**config.mk**
```make
export PLATFORM = sky130hd
export DESIGN_NAME = mac_rx_hdr_buffer_flat
export DESIGN_NICKNAME = d
export VERILOG_FILES = /design/src/rtl/mac_rx_hdr_buffer_if.sv /design/src/rtl/mac_rx_hdr_buffer.sv /design/src/flat_wrapper.sv
export SDC_FILE = /design/constraint.sdc
export NUM_CORES = 1
export LEC_CHECK = 0
export BUFFER_PORTS_ARGS = -buffer_cell sky130_fd_sc_hd__buf_2
export CAP_MARGIN = 25
export CORE_MARGIN = 8
export CORE_UTILIZATION = 55
export DETAILED_ROUTE_END_ITERATION = 8
export PLACE_DENSITY_LB_ADDON = 0.1
export RECOVER_POWER = 100
export SYNTH_ARGS = -nofsm -noshare
export SYNTH_HDL_FRONTEND = slang
export SYNTH_SLANG_ARGS = --single-unit
```
**constraint.sdc**
```tcl
create_clock -name clk -period 3.9 [get_ports clk]
set_input_delay 0.39 -clock clk [delete_from_list [all_inputs] [get_ports clk]]
set_output_delay 0.39 -clock clk [all_outputs]
set_load 0.05 [all_outputs]
```
**src/rtl/mac_rx_hdr_buffer_if.sv**
```systemverilog
// Signal bundle around the MAC RX header buffer: RX FIFO byte stream in,
// captured header to the parser, payload stream out, status counters.
interface mac_rx_hdr_buffer_if #(
    parameter int HDR_BYTES = 34,
    parameter int LEN_W     = 6
);
    logic                   in_valid;
    logic [7:0]             in_data;
    logic                   in_last;
    logic                   in_ready;
    logic                   hdr_valid;
    logic [HDR_BYTES*8-1:0] hdr_data;
    logic [LEN_W-1:0]       hdr_len;
    logic                   hdr_runt;
    logic                   hdr_eop;
    logic                   hdr_ready;
    logic                   pay_valid;
    logic [7:0]             pay_data;
    logic                   pay_last;
    logic                   pay_ready;
    logic [15:0]            pkt_cnt;
    logic [15:0]            runt_cnt;

    // master: the header buffer itself
    modport master (
        input  in_valid, in_data, in_last, hdr_ready, pay_ready,
        output in_ready, hdr_valid, hdr_data, hdr_len, hdr_runt, hdr_eop,
               pay_valid, pay_data, pay_last, pkt_cnt, runt_cnt
    );

    // slave: RX FIFO, parser and payload sink seen as one environment
    modport slave (
        output in_valid, in_data, in_last, hdr_ready, pay_ready,
        input  in_ready, hdr_valid, hdr_data, hdr_len, hdr_runt, hdr_eop,
               pay_valid, pay_data, pay_last, pkt_cnt, runt_cnt
    );
endinterface

```
**src/rtl/mac_rx_hdr_buffer.sv**
```systemverilog
// Captures the leading HDR_BYTES of each RX packet for the parser, then
// streams the remaining payload bytes straight through.
//
//   state   | meaning
//   --------+-----------------------------------------------------------
//   CAPTURE | accept bytes into header slots until HDR_BYTES or in_last
//   HOLD    | header presented (hdr_valid=1), input stalled until accepted
//   PAYLOAD | pass-through of the remaining bytes until in_last
module mac_rx_hdr_buffer #(
    parameter int HDR_BYTES = 34,
    parameter int LEN_W     = 6
) (
    input  logic                 clk,
    input  logic                 rst_n,
    mac_rx_hdr_buffer_if.master  bus
);
    localparam int               HDR_W    = HDR_BYTES * 8;
    localparam logic [LEN_W-1:0] LAST_IDX = LEN_W'(HDR_BYTES - 1);

    typedef enum logic [1:0] {
        CAPTURE = 2'd0,
        HOLD    = 2'd1,
        PAYLOAD = 2'd2
    } state_t;

    state_t           state_q, state_d;
    logic [LEN_W-1:0] byte_cnt_q, byte_cnt_d;
    logic [HDR_W-1:0] hdr_data_q, hdr_data_d;
    logic [LEN_W-1:0] hdr_len_q, hdr_len_d;
    logic             hdr_valid_q, hdr_valid_d;
    logic             hdr_runt_q, hdr_runt_d;
    logic             hdr_eop_q, hdr_eop_d;
    logic [15:0]      pkt_cnt_q, pkt_cnt_d;
    logic [15:0]      runt_cnt_q, runt_cnt_d;
    logic             in_ready;
    logic             pay_valid;
    logic [7:0]       pay_data;
    logic             pay_last;

    always_comb begin
        state_d     = state_q;
        byte_cnt_d  = byte_cnt_q;
        hdr_data_d  = hdr_data_q;
        hdr_len_d   = hdr_len_q;
        hdr_valid_d = hdr_valid_q;
        hdr_runt_d  = hdr_runt_q;
        hdr_eop_d   = hdr_eop_q;
        pkt_cnt_d   = pkt_cnt_q;
        runt_cnt_d  = runt_cnt_q;
        in_ready    = 1'b0;
        pay_valid   = 1'b0;
        pay_data    = 8'h00;
        pay_last    = 1'b0;

        unique case (state_q)
            CAPTURE: begin
                in_ready = 1'b1;
                if (bus.in_valid) begin
                    // byte 0 lands in the most significant byte of the header
                    for (int i = 0; i < HDR_BYTES; i++) begin
                        if (LEN_W'(i) == byte_cnt_q) begin
                            hdr_data_d[(HDR_BYTES-1-i)*8 +: 8] = bus.in_data;
                        end
                    end
                    byte_cnt_d = byte_cnt_q + LEN_W'(1);
                    if (bus.in_last || (byte_cnt_q == LAST_IDX)) begin
                        state_d     = HOLD;
                        hdr_valid_d = 1'b1;
                        hdr_len_d   = byte_cnt_q + LEN_W'(1);
                        hdr_runt_d  = (byte_cnt_q != LAST_IDX);
                        hdr_eop_d   = bus.in_last;
                    end
                end
            end

            HOLD: begin
                if (bus.hdr_ready) begin
                    hdr_valid_d = 1'b0;
                    pkt_cnt_d   = pkt_cnt_q + 16'd1;
                    runt_cnt_d  = runt_cnt_q + {15'd0, hdr_runt_q};
                    if (hdr_eop_q) begin
                        state_d    = CAPTURE;
                        byte_cnt_d = '0;
                        hdr_data_d = '0;
                    end else begin
                        state_d = PAYLOAD;
                    end
                end
            end

            PAYLOAD: begin
                in_ready  = bus.pay_ready;
                pay_valid = bus.in_valid;
                pay_data  = bus.in_data;
                pay_last  = bus.in_last;
                if (bus.in_valid && bus.pay_ready && bus.in_last) begin
                    state_d    = CAPTURE;
                    byte_cnt_d = '0;
                    hdr_data_d = '0;
                end
            end

            default: begin
                state_d    = CAPTURE;
                byte_cnt_d = '0;
            end
        endcase
    end

    always_ff @(posedge clk or negedge rst_n) begin
        if (!rst_n) begin
            state_q     <= CAPTURE;
            byte_cnt_q  <= '0;
            hdr_data_q  <= '0;
            hdr_len_q   <= '0;
            hdr_valid_q <= 1'b0;
            hdr_runt_q  <= 1'b0;
            hdr_eop_q   <= 1'b0;
            pkt_cnt_q   <= '0;
            runt_cnt_q  <= '0;
        end else begin
            state_q     <= state_d;
            byte_cnt_q  <= byte_cnt_d;
            hdr_data_q  <= hdr_data_d;
            hdr_len_q   <= hdr_len_d;
            hdr_valid_q <= hdr_valid_d;
            hdr_runt_q  <= hdr_runt_d;
            hdr_eop_q   <= hdr_eop_d;
            pkt_cnt_q   <= pkt_cnt_d;
            runt_cnt_q  <= runt_cnt_d;
        end
    end

    assign bus.in_ready  = in_ready;
    assign bus.hdr_valid = hdr_valid_q;
    assign bus.hdr_data  = hdr_data_q;
    assign bus.hdr_len   = hdr_len_q;
    assign bus.hdr_runt  = hdr_runt_q;
    assign bus.hdr_eop   = hdr_eop_q;
    assign bus.pay_valid = pay_valid;
    assign bus.pay_data  = pay_data;
    assign bus.pay_last  = pay_last;
    assign bus.pkt_cnt   = pkt_cnt_q;
    assign bus.runt_cnt  = runt_cnt_q;
endmodule

```
**src/flat_wrapper.sv**
```systemverilog
// flat-port wrapper written by rule: the top's interface ports become plain ports
module mac_rx_hdr_buffer_flat 
#(
    parameter int HDR_BYTES = 34,
    parameter int LEN_W     = 6
)
  (clk, rst_n, bus_in_valid, bus_in_data, bus_in_last, bus_hdr_ready, bus_pay_ready, bus_in_ready, bus_hdr_valid, bus_hdr_data, bus_hdr_len, bus_hdr_runt, bus_hdr_eop, bus_pay_valid, bus_pay_data, bus_pay_last, bus_pkt_cnt, bus_runt_cnt);
  mac_rx_hdr_buffer_if #(.HDR_BYTES(HDR_BYTES), .LEN_W(LEN_W)) bus_i ();
  input  logic clk;
  input  logic rst_n;
  input wire logic [$bits(bus_i.in_valid)-1:0] bus_in_valid;
  input wire logic [$bits(bus_i.in_data)-1:0] bus_in_data;
  input wire logic [$bits(bus_i.in_last)-1:0] bus_in_last;
  input wire logic [$bits(bus_i.hdr_ready)-1:0] bus_hdr_ready;
  input wire logic [$bits(bus_i.pay_ready)-1:0] bus_pay_ready;
  output wire logic [$bits(bus_i.in_ready)-1:0] bus_in_ready;
  output wire logic [$bits(bus_i.hdr_valid)-1:0] bus_hdr_valid;
  output wire logic [$bits(bus_i.hdr_data)-1:0] bus_hdr_data;
  output wire logic [$bits(bus_i.hdr_len)-1:0] bus_hdr_len;
  output wire logic [$bits(bus_i.hdr_runt)-1:0] bus_hdr_runt;
  output wire logic [$bits(bus_i.hdr_eop)-1:0] bus_hdr_eop;
  output wire logic [$bits(bus_i.pay_valid)-1:0] bus_pay_valid;
  output wire logic [$bits(bus_i.pay_data)-1:0] bus_pay_data;
  output wire logic [$bits(bus_i.pay_last)-1:0] bus_pay_last;
  output wire logic [$bits(bus_i.pkt_cnt)-1:0] bus_pkt_cnt;
  output wire logic [$bits(bus_i.runt_cnt)-1:0] bus_runt_cnt;
  assign bus_i.in_valid = bus_in_valid;
  assign bus_i.in_data = bus_in_data;
  assign bus_i.in_last = bus_in_last;
  assign bus_i.hdr_ready = bus_hdr_ready;
  assign bus_i.pay_ready = bus_pay_ready;
  assign bus_in_ready = bus_i.in_ready;
  assign bus_hdr_valid = bus_i.hdr_valid;
  assign bus_hdr_data = bus_i.hdr_data;
  assign bus_hdr_len = bus_i.hdr_len;
  assign bus_hdr_runt = bus_i.hdr_runt;
  assign bus_hdr_eop = bus_i.hdr_eop;
  assign bus_pay_valid = bus_i.pay_valid;
  assign bus_pay_data = bus_i.pay_data;
  assign bus_pay_last = bus_i.pay_last;
  assign bus_pkt_cnt = bus_i.pkt_cnt;
  assign bus_runt_cnt = bus_i.runt_cnt;
  mac_rx_hdr_buffer #(.HDR_BYTES(HDR_BYTES), .LEN_W(LEN_W)) u_core (.clk(clk), .rst_n(rst_n), .bus(bus_i));
endmodule
```
# == Word-level counts from Yosys, hierarchy flattened ==
# Cells that the tools add are included.
# totals
regBits,321
inputBits,14
output_inout_bits,324
elab_cells,225
# op_classes
addsub,3
n_eq_ne,76
muxes,58
n_reduce_logical,46
# op_table
operator,n
272-bit two-way mux,4
272-bit one-hot mux with 3 select lines,1
8-bit two-way mux,35
6-bit AND reduction,34
"5-bit by 6-bit == test with 1-bit output, first input constant",16
"2-bit by 1-bit != test with 1-bit output, second input constant",37
"4-bit by 6-bit == test with 1-bit output, first input constant",8
"3-bit by 6-bit == test with 1-bit output, first input constant",4
6-bit two-way mux,4
6-bit one-hot mux with 3 select lines,1
16-bit by 1-bit adder with 16-bit output,1
"16-bit by 1-bit adder with 16-bit output, second input constant",1
"2-bit by 6-bit == test with 1-bit output, first input constant",2
"6-bit == test, first input constant",2
4-bit AND reduction,3
2-bit two-way mux,5
"6-bit by 1-bit adder with 6-bit output, second input constant",1
"1-bit by 6-bit == test with 1-bit output, first input constant",1
"6-bit == test, second input constant",1
6-bit logical NOT,1
"6-bit != test, second input constant",1
2-bit one-hot mux with 3 select lines,1
1-bit two-way mux,5
"2-bit != test, second input constant",2
other kinds (10),12

# == Logic depth before layout (Yosys ltp) ==
# Gate-level depths: netlist of the first run.
# depth
word_depth,5
mapped_depth,8
ltp_nobuf,6

# == Worst setup path after synthesis of the first run ==
# Ideal clock, no wire load.
# synth_path
path_kind,flip-flop to flip-flop
start,register u_core.state_q[1]
end,"register u_core.hdr_data_q[144], in the netlist u_core.bus.hdr_data[144]"
setup_ns,0.125
arrival_ns,1.903
t_required_ns,3.775
slack_ns,1.872
path_stages_with_launch,9
period_less_slack_ns,2.028
path_cell_list,dfrtp_1 inv_1 ha_1 a21bo_4 and2b_1 buf_6 buf_12 nand3_4 mux2_2
# synth_via
elab_chain_len,3
# synth_lines
item,line_no,source
from (decl),mac_rx_hdr_buffer.sv:26,"state_t state_q, state_d;"
from (signal assigned),mac_rx_hdr_buffer.sv:122,state_q <= state_d;
2-bit == test (tied with other cells),mac_rx_hdr_buffer.sv:55,unique case (state_q)
2-bit by 1-bit != test with 1-bit output (no source line) (tied with other cells),n/a,
6-bit AND reduction (no source line),n/a,
to (signal assigned),mac_rx_hdr_buffer.sv:124,hdr_data_q <= hdr_data_d;
to (decl),mac_rx_hdr_buffer.sv:28,"logic [HDR_W-1:0] hdr_data_q, hdr_data_d;"
# Parallel ways exist; a longest one is shown, timed or not.
# A chain may end at the register's enable or synchronous reset.

==> flow_summary.yaml, run 1 <==
run_status:
  status: "complete, but fails checks"
  failed_checks: "capacitance limit, slew limit"
timing:
  worstMarginPinSlew_ns: 2.66
  report.final.setup_viol: 0
  drv_slew: 98
  fin_setup_tns_ns: 0
  fmax_ghz: 0.362
  timing.final.crit_share_pct: 70.9
  clock_skew_ns: 0.0361
  period_minus_slack_ns: 2.76
  maxSlewHeadroom_pct: -77.7
  hold_violations: 0
  grt_setup_unrepaired: "no"
placed_design:
  place_congestion: 0.780
  io_buffers: 337
  dp.final_hpwl_um: 24700
  place_area_um2: 15600
setup_path:
  cp_cell_sequence: "dlygate4sd3_1, clkbuf_2"
  reg2reg_depth: 7
  required_ns: 3.98
  r2r-end: "u_core.bus.hdr_data[111]$_DFFE_PN0P_"
  critPathBufInv: 2
  crit_slowest_cell: "clkbuf_2"
  reg2reg_slack_ns: 1.21
  worstSetupPathType: "input pin to asynchronous set/reset pin"
  crit_path_start_kind: "input pin"
  cpPeakStageDelay_ns: 1.82
  worst_setup_path_end_kind: "asynchronous set/reset pin"
  reg2reg_from: "u_core.state_q[1]$_DFFE_PN0P_"
  critPathArrivalTime_ns: 2.84
  worstPathMaxFanout: 100
  path_delay_family: "buffers and inverters"
  startpoint: "rst_n"
flow_run:
  cap_violations: 1
yosys:
  synth.area.top_cells: "dfrtp_1 59%, mux2_2 21%, nand3_4 4.1%"
  ys_ff_latch: 321
  yosysSeqAreaShare_pct: 59.0
  synthDistinctLibCells: 56
  synth_enable_flop_cells: 0
  yosys.area.top_type_share_pct: 59.0
  async_reset_ff_share_pct: 100
  yosys_most_used_dff: "dfrtp_1"
  syn_area_per_cell_um2: 15.0
  yosys_warnings: 0
  syn_nets: 932
  syn_area_um2: 13600
  netlist.top_cell.by_area: "dfrtp_1"
  syn_inst: 907
floorplan:
  num_io_pins: 338
  start_util_pct: 56.0
  num_rows: 57
  core_um2: 24300
  fp.dieH_um: 173
  die_area_um2: 30000
  die_x_um: 173
clocking:
  cts_tree: "yes"
  cts_buffers: 31
  clk_pin_slew_ns: 0.06
  post_cts_buffers: 0
  htreeDepth: 1
  clkLatencyLatePin_ns: 0.57
  root_buffer: "clkbuf_16"
  clock_path_buffers: 3
  clock-sinks: 321
worst_hold_path:
  hold_end: "u_core.bus.hdr_runt$_DFFE_PN0P_"
  min_path_type: "input pin to flop"
  hp-start: "bus_in_valid"
  holdPathStages: 2
layout:
  drive_gt1_share_pct: 29.0
  layout.nets: 1268
  nFillCells: 1993
  final_cell_mix: "331 x clkbuf_1, 321 x dfrtp_1, 258 x mux2_2, 48 x nand3_1, 31 x clkbuf_16"
  postLayoutCellArea_um2: 15900
  final_common_cell: "clkbuf_1"
  area_growth_pct: 16.6
global_route:
  grt_first_pass_wirelength_um: 56300
  grt_use_total_pct: 23.8
  grt-ovfl-total: 0
  first_global_vias: 9034
  antenna_found_initial: 0
  grt_max_degree: 101
detailed_routing:
  vias: 8598
  routedWlPerCell_um: 22.8
  wl_um: 36300
  drc: 0
  dr.pass1.iters: 4
  drtIter0Drc: 559
  final_antenna_net_count: 0
  avgViaCountPerCell: 5.40
cells in the mapped netlist (all sizes together) (2+ instances only):
library cell	instances
a31oi	2
or2	2
nand2b	5
xor2	13
and4	3
nor2	12
dfrtp	321
mux2	278
nand2	28
or3b	4
inv	9
and2	14
clkbuf	31
o21ai	34
o211ai	2
nand3b	6
nand3	48
buf	18
nor3	3
and3	4
nor2b	9
ha	11
a21oi	2
nand4	9
mux2i	3
a32o	4
xnor2	20
how the worst max path moves through the flow:
stage	endpoint	slack [ns]	depth (start not counted)
5_1_grt	u_core.bus.hdr_data[116]$_DFFE_PN0P_	0.62	2
4_1_cts	u_core.bus.hdr_data[10]$_DFFE_PN0P_	1.24	7
3_5_place_dp	u_core.bus.hdr_data[15]$_DFFE_PN0P_	1.25	7
6_report	u_core.bus.pkt_cnt[7]$_DFFE_PN0P_	1.14	2
3_3_place_gp	u_core.bus.hdr_data[15]$_DFFE_PN0P_	1.32	7
2_1_floorplan	u_core.bus.hdr_data[144]$_DFFE_PN0P_	1.87	8
metal layers:
layer / share of wire, % / wire [um] / GRT usage, % / vias up
met3: 9.0 / 3270 / 8.73 / 54
met2: 46 / 16700 / 37.6 / 295
met4: 2.4 / 883 / 5.32 / 0
li1: - / - / - / 3875
met5: 0 / 0 / 0 / -
met1: 42 / 15400 / 31.0 / 4374
repair_timing:
| item | in CTS | in global routing |
|---|---|---|
| hold endpoints to repair | 95 | 0 |
| resized for setup | 0 | 0 |
| hold buffers | 1 | 0 |
area by class of cell:
| class | instances | area, um2 | share of cell area (%) |
|---|---|---|---|
| Sequential cell | 321 | 8030 | 50.6 |
| Multi-Input combinational cell | 528 | 4840 | 30.5 |
| Timing Repair Buffer | 352 | 1480 | 9.32 |
| Clock buffer | 46 | 922 | 5.81 |
| Tap cell | 324 | 405 | 2.55 |
| Clock inverter | 11 | 159 | 1.00 |
| Inverter | 9 | 33.8 | 0.213 |
| Antenna cell | 1 | 2.50 | 0.0158 |
metrics by stage:
step	hold slack, ns	util, %	cells	worst slack, ns
5_1_grt	0.160	65.3	1591	0.616
4_1_cts	0.118	68.8	1590	1.24
6_report	0.154	65.3	1592	1.14
3_3_place_gp	0.457	64.2	1530	1.32
3_5_place_dp	0.458	64.3	1532	1.25
2_1_floorplan	0.0944	-	907	1.87
kinds of logic after synthesis:
family	share of synthesized area, %
muxes	23.4
AOI/OAI and AO/OA	3.02
adders and majority gates	1.01
and+or+nand+nor	9.05
buffers and inverters	2.40
DFF	59.0
xor gates and xnor gates	2.12
flip-flops by register name, summed over array words and instances, names as in the netlist:
signal	count
u_core.state_q	2
u_core.bus.hdr_runt	1
u_core.bus.hdr_len	6
u_core.bus.hdr_eop	1
u_core.bus.hdr_data	272
u_core.bus.pkt_cnt	16
u_core.byte_cnt_q	6
u_core.bus.hdr_valid	1
u_core.bus.runt_cnt	16
Power of run 1 is left out: the tool's default activity adds up to more than one toggle a clock period on the data nets, which glitch-free logic cannot reach.
==> run 2, diff against run 1 <==
--- a/config.mk
+++ b/config.mk
@@ -8,7 +8,7 @@
 export BUFFER_PORTS_ARGS = -buffer_cell sky130_fd_sc_hd__buf_2
 export CAP_MARGIN = 25
 export CORE_MARGIN = 8
-export CORE_UTILIZATION = 55
+export CORE_UTILIZATION = 53
 export DETAILED_ROUTE_END_ITERATION = 8
 export PLACE_DENSITY_LB_ADDON = 0.1
 export RECOVER_POWER = 100
==> constraint.sdc (replaced) <==
create_clock -name clk -period 2.8 [get_ports clk]
set_input_delay 0.28 -clock clk [delete_from_list [all_inputs] [get_ports clk]]
set_output_delay 0.28 -clock clk [all_outputs]
set_load 0.05 [all_outputs]
==> run 2 against run 1 <==
The flow now finishes without violations. Wire length down 0.39%. Critical endpoint is now u_core.bus.hdr_data[50]$_DFFE_PN0P_. First-iteration DRC count is 17% lower. Cell area rose by 1.5%. Non-clock buffer count increased by 3. Setup slack got worse by 0.79 ns. Worst hold slack lost 0.051 ns. Utilization fell by 1.3 points. Highest routed layer unchanged.
==> flow_summary.yaml, run 2 (same netlist as run 1, synthesis figures left out) <==
run_status:
  status: "finished, final reports clean"
layout:
  area_growth_pct: 18.3
  postLayoutCellArea_um2: 16100
  largest_register_ff_count: 272
  n_antenna_cell: 0
  final_common_cell: "clkbuf_1"
  nFillCells: 2118
  multi_input_area_um2: 5130
  drive_gt1_share_pct: 31.2
  stdcell_count: 1594
  final_cell_mix: "336 x clkbuf_1, 321 x dfrtp_1, 258 x mux2_2, 35 x clkbuf_16, 28 x nand2_1"
  layout.nets: 1275
  regArea_um2: 8030
detailed_routing:
  drtIter0Drc: 462
  dr.pass1.iters: 4
  routedWlPerCell_um: 22.7
  drc: 0
  vias: 8693
  avgViaCountPerCell: 5.45
  final_antenna_net_count: 0
  wl_um: 36100
flow_run:
  cap_violations: 0
global_route:
  grt_max_degree: 74
  grt_use_total_pct: 23.0
  grt-ovfl-total: 0
  first_global_vias: 9136
  grt_first_pass_wirelength_um: 55700
  antenna_found_initial: 0
setup_path:
  crit_path_start_kind: "flop"
  required_ns: 3.18
  worst_setup_path_end_kind: "flop"
  reg2reg_from: "u_core.state_q[0]$_DFFE_PN0P_"
  critPathArrivalTime_ns: 2.83
  worstSetupPathType: "flop to flop"
  startpoint: "u_core.state_q[0]$_DFFE_PN0P_"
  worstPathMaxFanout: 43
clocking:
  cts_tree: "yes"
  root_buffer: "clkbuf_16"
  cts_buffers: 35
  cts_resized: 0
  clk_pin_slew_ns: 0.06
  clock-sinks: 321
  clkLatencyLatePin_ns: 0.50
  clock_path_buffers: 3
  htreeDepth: 2
timing:
  maxSlewHeadroom_pct: 2.30
  drv_slew: 0
  clock_skew_ns: 0.0131
  fmax_ghz: 0.407
  timing.final.crit_share_pct: 87.8
  fin_setup_tns_ns: 0
  grt_setup_unrepaired: "no"
  worstMarginPinSlew_ns: 1.47
  hold_violations: 0
  period_minus_slack_ns: 2.46
  report.final.setup_viol: 0
placed_design:
  place_area_um2: 15800
  dp_cells: 1541
  io_buffers: 337
  place_congestion: 0.768
  dp.final_hpwl_um: 25700
floorplan:
  die_area_um2: 31100
  num_io_pins: 338
  core_um2: 25200
  die_x_um: 176
  fp.dieH_um: 176
  num_rows: 58
  start_util_pct: 54.0
worst_hold_path:
  hp-start: "bus_in_valid"
  min_path_type: "input pin to flop"
run 2: changes by cell type in the layout (fill, tap and decap cells not counted), sizes merged:
cell,change
buf,-2
clkinv,-6
clkbuf,+9
bufinv,-4
diode,-1
run 2: layer usage:
layer | global-route usage [%] | up-vias | share of wire (%)
met5 | 0 | - | 0
met4 | 6.29 | 0 | 2.6
met3 | 8.01 | 58 | 9.4
met2 | 37.4 | 269 | 47
met1 | 28.9 | 4479 | 41
li1 | - | 3887 | -
run 2: through the flow:
stage	util [%]	worst slack, ns	hold slack (ns)
finish	64.0	0.343	0.103
global route	64.0	0.171	0.109
CTS	66.6	0.0304	0.0897
detailed placement	62.6	0.0318	0.315
global placement	62.2	0.111	0.312
floorplan	-	0.772	-0.0156
run 2: worst max-delay path: stages (launching register included):
cell and delay (ns):
dfrtp_1 0.41, inv_1 0.09, ha_1 0.33, o21ai_0 0.39
buf_12 0.33, nand3_2 0.35, mux2_2 0.38
run 2: worst paths after layout:
| check | slack, ns | cells after the start | endpoint |
|---|---|---|---|
| worst min-delay path | 0.10 | 2 | u_core.bus.hdr_runt$_DFFE_PN0P_ |
| worst max register to register | 0.34 | 6 | u_core.bus.hdr_data[50]$_DFFE_PN0P_ |
| worst max-delay path | 0.34 | 6 | u_core.bus.hdr_data[50]$_DFFE_PN0P_ |
| min in group asynchronous | 0.33 | 2 | u_core.bus.hdr_data[236]$_DFFE_PN0P_ |
| max in group asynchronous | 0.72 | 3 | u_core.bus.hdr_data[89]$_DFFE_PN0P_ |
| worst min register to register | 0.47 | 1 | u_core.bus.runt_cnt[15]$_DFFE_PN0P_ |
run 2: repair_timing:
item,in CTS,in global routing
hold buffers,1,0
buffers inserted,0,0
endpoints found under the hold margin,66,0
run 2: area by class of cell:
type                            count  share of cell area [%]
Tap cell                          330                    2.56
Clock buffer                       50                    6.04
Multi-Input combinational cell    528                    31.8
Inverter                            9                   0.210
Sequential cell                   321                    49.9
Clock inverter                      1                  0.0544
Timing Repair Buffer              355                    9.42
Power of run 2 is left out for the same reason.
==> run 3, diff against run 2 <==
--- a/config.mk
+++ b/config.mk
@@ -10,6 +10,7 @@
 export CORE_MARGIN = 8
 export CORE_UTILIZATION = 53
 export DETAILED_ROUTE_END_ITERATION = 8
+export MAX_ROUTING_LAYER = met4
 export PLACE_DENSITY_LB_ADDON = 0.1
 export RECOVER_POWER = 100
 export SYNTH_ARGS = -nofsm -noshare
==> run 3 against run 2 <==
Sequential share of layout area is the same. Via count is essentially flat. Clock skew is essentially flat.
==> flow_summary.yaml, run 3 (same netlist as run 1, synthesis figures left out) <==
run_status:
  status: "finished, final reports clean"
global_route:
  grt-ovfl-total: 0
  grt_use_met2_pct: 37.4
  first_global_vias: 9175
  grt_use_met1_pct: 29.4
  grt_use_total_pct: 23.7
  grt_first_pass_wirelength_um: 55600
  grt_max_degree: 74
  grtUsageMet3_pct: 7.20
  grt_busiest_layer: "met2"
  antenna_found_initial: 0
worst_hold_path:
  hp-start: "bus_in_valid"
  hold_end: "u_core.bus.hdr_runt$_DFFE_PN0P_"
  min_path_type: "input pin to flop"
  holdPathStages: 2
timing:
  hold_violations: 0
  worstMarginPinSlew_ns: 1.46
  fin_setup_tns_ns: 0
  drv_slew: 0
  maxSlewHeadroom_pct: 2.50
  timing.final.crit_share_pct: 88.0
  report.final.setup_viol: 0
  timing.final.ws_setup_ns: 0.336
  fmax_ghz: 0.406
  grt_setup_unrepaired: "no"
  clock_skew_ns: 0.0132
  period_minus_slack_ns: 2.46
detailed_routing:
  vias: 8694
  drtIter0Drc: 477
  routedWlPerCell_um: 22.7
  final_antenna_net_count: 0
  dr.pass1.iters: 4
  wl_um: 36200
  avgViaCountPerCell: 5.45
  drc: 0
setup_path:
  critPathArrivalTime_ns: 2.84
  crit_path_start_kind: "flop"
  required_ns: 3.18
  worstPathMaxFanout: 43
  worstSetupPathType: "flop to flop"
  reg2reg_depth: 6
  r2r-end: "u_core.bus.hdr_data[50]$_DFFE_PN0P_"
  reg2reg_from: "u_core.state_q[0]$_DFFE_PN0P_"
  reg2reg_slack_ns: 0.34
  worst_setup_path_end_kind: "flop"
layout:
  area_growth_pct: 18.3
  postLayoutCellArea_um2: 16100
  largest_register_ff_count: 272
  drive_gt1_share_pct: 31.2
  final_cell_mix: "336 x clkbuf_1, 321 x dfrtp_1, 258 x mux2_2, 35 x clkbuf_16, 28 x nand2_1"
  nFillCells: 2118
  layout.nets: 1275
  final_common_cell: "clkbuf_1"
  n_antenna_cell: 0
floorplan:
  core_um2: 25200
  num_rows: 58
  fp.dieH_um: 176
  start_util_pct: 54.0
  die_x_um: 176
  die_area_um2: 31100
  num_io_pins: 338
clocking:
  clk_pin_slew_ns: 0.06
  cts_tree: "yes"
  post_cts_buffers: 0
  cts_buffers: 35
  ctsHoldBuffers: 1
  htreeDepth: 2
  clock-sinks: 321
  root_buffer: "clkbuf_16"
  clkLatencyLatePin_ns: 0.50
  clock_path_buffers: 3
  cts_resized: 0
flow_run:
  cap_violations: 0
placed_design:
  place_ws_ns: 0.0318
  place_area_um2: 15800
  place_congestion: 0.778
  dp.final_hpwl_um: 25700
  io_buffers: 337
## run 3: cell counts in the layout (fill, tap and decap cells not counted)
No cell type changed its count.
## run 3: layer usage
metal,routed length (um),share of wire [%]
met3,3140,8.7
met5,0,0
met1,15000,42
met4,899,2.5
met2,17100,47
## run 3: critical path, cell delays in order, from the launching register on
cell and delay, ns:
dfrtp_1 0.41, inv_1 0.09, ha_1 0.34, o21ai_0 0.39, buf_12 0.34, nand3_2 0.35, mux2_2 0.38
## run 3: layout make-up
type,count,area (um2),area share [%]
sequential,321,8030,49.9
multi-input combinational,528,5130,31.8
timing repair buffer,355,1520,9.42
clock buffer,50,972,6.04
tap,330,413,2.56
inverter,9,33.8,0.210
clock inverter,1,8.76,0.0544
## run 3: stage by stage
stage | hold WS (ns) | std cells | util [%]
after floorplan | -0.0156 | 907 | -
after CTS | 0.0897 | 1593 | 66.6
after detailed placement | 0.315 | 1541 | 62.6
final | 0.102 | 1594 | 64.0
after global routing | 0.109 | 1594 | 64.0
after global placement | 0.312 | 1537 | 62.2
## run 3: worst max-delay path by stage
stage	start	end	slack (ns)
floorplan	u_core.state_q[1]$_DFFE_PN0P_	u_core.bus.hdr_data[144]$_DFFE_PN0P_	0.77
finish	u_core.state_q[0]$_DFFE_PN0P_	u_core.bus.hdr_data[50]$_DFFE_PN0P_	0.34
global route	u_core.state_q[0]$_DFFE_PN0P_	u_core.bus.hdr_data[157]$_DFFE_PN0P_	0.17
global placement	u_core.state_q[1]$_DFFE_PN0P_	u_core.bus.hdr_data[12]$_DFFE_PN0P_	0.11
CTS	u_core.state_q[0]$_DFFE_PN0P_	u_core.bus.hdr_data[13]$_DFFE_PN0P_	0.03
detailed placement	u_core.state_q[1]$_DFFE_PN0P_	u_core.bus.hdr_data[13]$_DFFE_PN0P_	0.03
Power of run 3 is left out for the same reason.
